`config.mk`:
```
export PLATFORM = sky130hd
export DESIGN_NAME = number_analyzer_ctrl
export DESIGN_NICKNAME = d
export VERILOG_FILES = /design/src/rtl/number_analyzer_ctrl.sv
export SDC_FILE = /design/constraint.sdc
export NUM_CORES = 1
export LEC_CHECK = 0
export CAP_MARGIN = 5
export CORE_MARGIN = 2
export CORE_UTILIZATION = 40
export DETAILED_ROUTE_END_ITERATION = 8
export PLACE_DENSITY = 0.78
export RECOVER_POWER = 50
export REMOVE_ABC_BUFFERS = 1
export SYNTH_ARGS = -nofsm -noshare
export SYNTH_HDL_FRONTEND = slang
export SYNTH_SLANG_ARGS = --single-unit
```
`constraint.sdc`:
```
create_clock -name clock -period 1.8 [get_ports clock]
set_input_delay 0.45 -clock clock [delete_from_list [all_inputs] [get_ports clock]]
set_output_delay 0.45 -clock clock [all_outputs]
set_load 0.005 [all_outputs]
```
`src/rtl/number_analyzer_ctrl.sv`:
```
// Sequencing controller for the number-analysis datapath.
// Accepts an operand, holds the Fibonacci checker in reset for RST_CYCLES,
// runs it until done or timeout, then presents the captured results.
module number_analyzer_ctrl #(
  parameter int unsigned WIDTH      = 32,
  parameter int unsigned RST_CYCLES = 2,
  parameter int unsigned TIMEOUT    = 256
) (
  input  logic             clock,
  input  logic             reset,
  input  logic             in_valid,
  output logic             in_ready,
  input  logic [WIDTH-1:0] in_data,
  output logic             chk_rst,
  output logic [WIDTH-1:0] chk_a,
  input  logic             chk_done,
  input  logic             chk_fibo,
  input  logic             chk_pal,
  input  logic             chk_odd,
  output logic             out_valid,
  input  logic             out_ready,
  output logic [WIDTH-1:0] out_data,
  output logic             out_fibo,
  output logic             out_pal,
  output logic             out_odd,
  output logic             out_timeout,
  output logic             busy,
  output logic [15:0]      count
);

  typedef enum logic [1:0] {IDLE, CLEAR, RUN, HOLD} state_t;

  localparam logic [7:0]  RST_LOAD  = 8'(RST_CYCLES - 1);
  localparam logic [15:0] WAIT_LAST = 16'(TIMEOUT - 1);

  state_t      state;
  state_t      state_next;
  logic [7:0]  rst_cnt;
  logic [15:0] wait_cnt;
  logic        run_end;

  assign run_end   = chk_done || (wait_cnt == WAIT_LAST);
  assign in_ready  = (state == IDLE);
  assign out_valid = (state == HOLD);
  assign busy      = (state != IDLE);

  // Next-state decode.
  always_comb begin
    state_next = state;
    case (state)
      IDLE:    if (in_valid) state_next = CLEAR;
      CLEAR:   if (rst_cnt == '0) state_next = RUN;
      RUN:     if (run_end) state_next = HOLD;
      HOLD:    if (out_ready) state_next = IDLE;
      default: state_next = IDLE;
    endcase
  end

  // State register.
  always_ff @(posedge clock or negedge reset) begin
    if (!reset) state <= IDLE;
    else        state <= state_next;
  end

  // Operand latch, counters, result capture and completion count.
  always_ff @(posedge clock or negedge reset) begin
    if (!reset) begin
      chk_rst     <= 1'b1;
      chk_a       <= '0;
      rst_cnt     <= '0;
      wait_cnt    <= '0;
      out_data    <= '0;
      out_fibo    <= 1'b0;
      out_pal     <= 1'b0;
      out_odd     <= 1'b0;
      out_timeout <= 1'b0;
      count       <= '0;
    end else begin
      // Registered from next state so the checker sees reset drop exactly on RUN entry.
      chk_rst <= (state_next != RUN);
      case (state)
        IDLE: begin
          if (in_valid) begin
            chk_a   <= in_data;
            rst_cnt <= RST_LOAD;
          end
        end
        CLEAR: begin
          if (rst_cnt == '0) wait_cnt <= '0;
          else               rst_cnt  <= rst_cnt - 8'd1;
        end
        RUN: begin
          wait_cnt <= wait_cnt + 16'd1;
          if (run_end) begin
            // Done takes priority over a coincident timeout.
            out_data    <= chk_a;
            out_fibo    <= chk_done & chk_fibo;
            out_pal     <= chk_pal;
            out_odd     <= chk_odd;
            out_timeout <= ~chk_done;
          end
        end
        HOLD: begin
          if (out_ready) count <= count + 16'd1;
        end
        default: ;
      endcase
    end
  end

endmodule

```
==> flow_metrics.env <==
export IMPL_run_status="complete, but fails checks"
export IMPL_violations="setup timing"
export IMPL_grt_pass1_wl_mm=18.3
export IMPL_grt_use_met3=0.0627
export IMPL_fill_cells=1017
export IMPL_clk_insertion_delay_late_ps=350
export IMPL_regToRegSetupSlack_ps=-70
export IMPL_area_occupied_by_multi_input_gates_mm2=0.00203
export IMPL_synthTopCellsByArea="sky130_fd_sc_hd__dfrtp_1 (56%), sky130_fd_sc_hd__mux2_4 (8.8%), sky130_fd_sc_hd__mux2_2 (8.7%)"
export IMPL_std_cell_rows=40
export IMPL_timing_final_hold_violations=0
export IMPL_met1_track_usage_gr=0.210
export IMPL_place_gp_congestion=0.842
export IMPL_drt_initial_drc_count=147
export IMPL_critical_path_max_stage_delay_ps=420
export IMPL_io_pins=128
export IMPL_layout_cells_most_common="sky130_fd_sc_hd__clkdlybuf4s50_1"
export IMPL_postSynth_topFlopCell="sky130_fd_sc_hd__dfrtp_1"
export IMPL_drv_cap=0
export IMPL_grt_antenna_before_repair=0
export IMPL_critPathBufInv=1
export IMPL_register_area_mm2=0.00279
export IMPL_gr_usage_all_layers=0.177
export IMPL_totalWireLength_mm=11.1
export IMPL_synth_top_cell_area_share=0.558
export IMPL_antenna_diode_count=0
export IMPL_firstDrtPassIters=4
export IMPL_worst_endpoint_required_ps=2040
export IMPL_final_layout_size_suffix_gt1_frac=0.278
export IMPL_cts_sink_count=111
export IMPL_yosysSeqAreaShare=0.564
export IMPL_maxSlewHeadroom=0.419
export IMPL_grt_start_max_net_pins=43
export IMPL_power_density_mw_per_mm2=1120
export IMPL_number_of_global_route_vias_before_repair=3736
export IMPL_synth_lib_cells_used_distinct=49
export IMPL_final_net_count=583
export IMPL_top_usage_layer_grt="met2"
export IMPL_cp_num_cells=5
export IMPL_area_delta_synth_final_pct=41.0
export IMPL_synth_largest_area_cell="sky130_fd_sc_hd__dfrtp_1"
export IMPL_fin_worst_skew_ps=6.51
export IMPL_timing_worst_setup_path_type="reg -> reg"
export IMPL_detail_route_drc_violations=0
export IMPL_cts_root_buf="sky130_fd_sc_hd__clkbuf_16"
export IMPL_routed_via_count=3496
export IMPL_final_setup_worst_slack_ps=-74.2
export IMPL_period_minus_ws_final_ps=1870
export IMPL_critical_path_endpoint_type="flop"
export IMPL_clkSlewWorstSetupHoldPaths_ps=70
export IMPL_timing_final_setup_violations=34
export IMPL_dieWidth_um=115
export IMPL_hold_ws_ps=199
export IMPL_register_bit_count_reported_by_yosys=111
export IMPL_critical_path_peak_fanout=14
export IMPL_dieHeight_um=115
export IMPL_clock_fmax_mhz=534
export IMPL_overflow=0
export IMPL_max_vdd_ir_drop_mv=0.709
export IMPL_detail_route_vias_per_cell=5.07
export IMPL_grt_setup_unrepaired="true"
export IMPL_clock_tree_from_tritoncts="built"
export IMPL_most_common_layout_cells="sky130_fd_sc_hd__clkdlybuf4s50_1 (119), sky130_fd_sc_hd__dfrtp_1 (104), sky130_fd_sc_hd__buf_4 (39)"
export IMPL_core_mm2=0.0120
export IMPL_syn_mean_instance_area_um2=13.4
export IMPL_worstReg2RegStart="wait_cnt[15]$_DFFE_PN0P_"
export IMPL_worstSetupStartpointType="flop"
export IMPL_netlist_instances=368
export IMPL_routedWlPerCell_um=16.1
export IMPL_synth_cell_area_mm2=0.00493
export IMPL_synth_enable_flop_cells=0
export IMPL_critical_path_arrival_ps=2110
export IMPL_initial_util=0.410
export IMPL_global_route_usage_met2=0.304
export IMPL_synth_async_sr_flop_share=1.00
export IMPL_cpMaxStageDelayCell="sky130_fd_sc_hd__dfrtp_1"
export IMPL_cts_max_path_buffers=2
export IMPL_h_tree_lvls=3
export IMPL_min_period_over_period=1.04
export IMPL_detailed_placement_hpwl_mm=7.79
export IMPL_numCtsBuffers=9
export IMPL_place_detailed_instances=671
export IMPL_final_instance_count_excl_fill=690
export IMPL_numPortBuffers=127
export IMPL_leakage_uw=0.00311
export IMPL_reg2reg_to="out_data[10]$_DFFE_PN0P_"
export IMPL_reg2regPathDepth=5
export IMPL_design_die_area_mm2=0.0132
export IMPL_path_cells="nor4_4 -> a41oi_4 -> nor2_8 -> buf_12 -> mux2_2"
export IMPL_worst_pin_slew_ps=872
export IMPL_holdCritPathClass="in -> async"
export IMPL_route_antenna_remaining_nets=0
export IMPL_finalCoreUtilization=0.579
export IMPL_critPathTopFamily="simple AND/OR/NAND/NOR gates"
export IMPL_yosysWarningCount=0
export IMPL_finalMaxSlewViolations=0
export IMPL_pre_cts_ws_ps=-135
worst max path at each step:
stage	start	endpoint
global placement	out_ready	count[13]$_DFFE_PN0P_
floorplan	state[1]$_DFF_PN0_	chk_a[0]$_DFFE_PN0P_
finish	wait_cnt[15]$_DFFE_PN0P_	out_data[10]$_DFFE_PN0P_
global route	wait_cnt[15]$_DFFE_PN0P_	out_data[9]$_DFFE_PN0P_
CTS	wait_cnt[12]$_DFFE_PN0P_	out_data[7]$_DFFE_PN0P_
detailed placement	chk_done	out_data[8]$_DFFE_PN0P_
power breakdown:
group	total [uW]	switching, uW	internal, uW
clock network	1980	882	1100
logic	2270	787	1480
registers	3560	500	3060
cell type report:
class,instances,share of cell area
clock inverter,3,0.00648
clock buffer,11,0.0349
timing repair buffer,175,0.236
inverter,6,0.00324
tap,147,0.0265
multi-input combinational,237,0.292
sequential,111,0.401
metal layers:
layer,part of all wire,wire [um],vias up
met4,0.012,137,0
li1,-,-,1656
met3,0.057,632,10
met2,0.52,5750,94
met1,0.41,4610,1736
met5,0,0,-
Yosys cell counts (5+ instances only):
| cell type | count |
|---|---|
| sky130_fd_sc_hd__xnor2_1 | 13 |
| sky130_fd_sc_hd__a21oi_1 | 11 |
| sky130_fd_sc_hd__mux2_2 | 38 |
| sky130_fd_sc_hd__dfrtp_1 | 110 |
| sky130_fd_sc_hd__nand2_1 | 25 |
| sky130_fd_sc_hd__nor2_1 | 17 |
| sky130_fd_sc_hd__o21ai_0 | 9 |
| sky130_fd_sc_hd__mux2i_1 | 7 |
| sky130_fd_sc_hd__nand4_1 | 8 |
| sky130_fd_sc_hd__buf_4 | 6 |
| sky130_fd_sc_hd__nand3_1 | 18 |
| sky130_fd_sc_hd__xor2_1 | 8 |
| sky130_fd_sc_hd__mux2_4 | 29 |
| sky130_fd_sc_hd__inv_1 | 6 |
| sky130_fd_sc_hd__and2_1 | 5 |
repair_timing:
item / 4_1_cts / 5_1_grt
pin swaps: 1 / 2
resized for setup: 12 / 15
setup endpoints to repair: 33 / 50
setup buffers: 0 / 4
hold buffers: 0 / 0
cloned: 1 / 0
registers in the layout, indices dropped and copies added (netlist names):
name	count
chk_a	32
state	2
out_pal	1
out_data	32
rst_cnt	8
wait_cnt	16
chk_rst	1
out_timeout	1
out_fibo	1
count	16
out_odd	1
kinds of logic (layout without fill, tap and decap cells):
family,after synthesis,count (layout),synth area share
xor gates and xnor gates,21,21,0.0373
buffers and inverters,20,195,0.0299
DFF,111,111,0.564
muxes,74,74,0.189
AOI/OAI and AO/OA,34,34,0.0452
adders and majority gates,3,3,0.00762
and+or+nand+nor,105,105,0.127
stage by stage:
step	cell area, um^2	power [uW]	TNS, ps
after floorplan	4800	4430	-24310
after global routing	6950	8250	-3420
after global placement	6630	5770	-2810
final	6950	7810	-1270
after CTS	6950	7920	-1380
after detailed placement	6630	5880	-3550
Note: power is estimated with default switching activity, not from simulation.
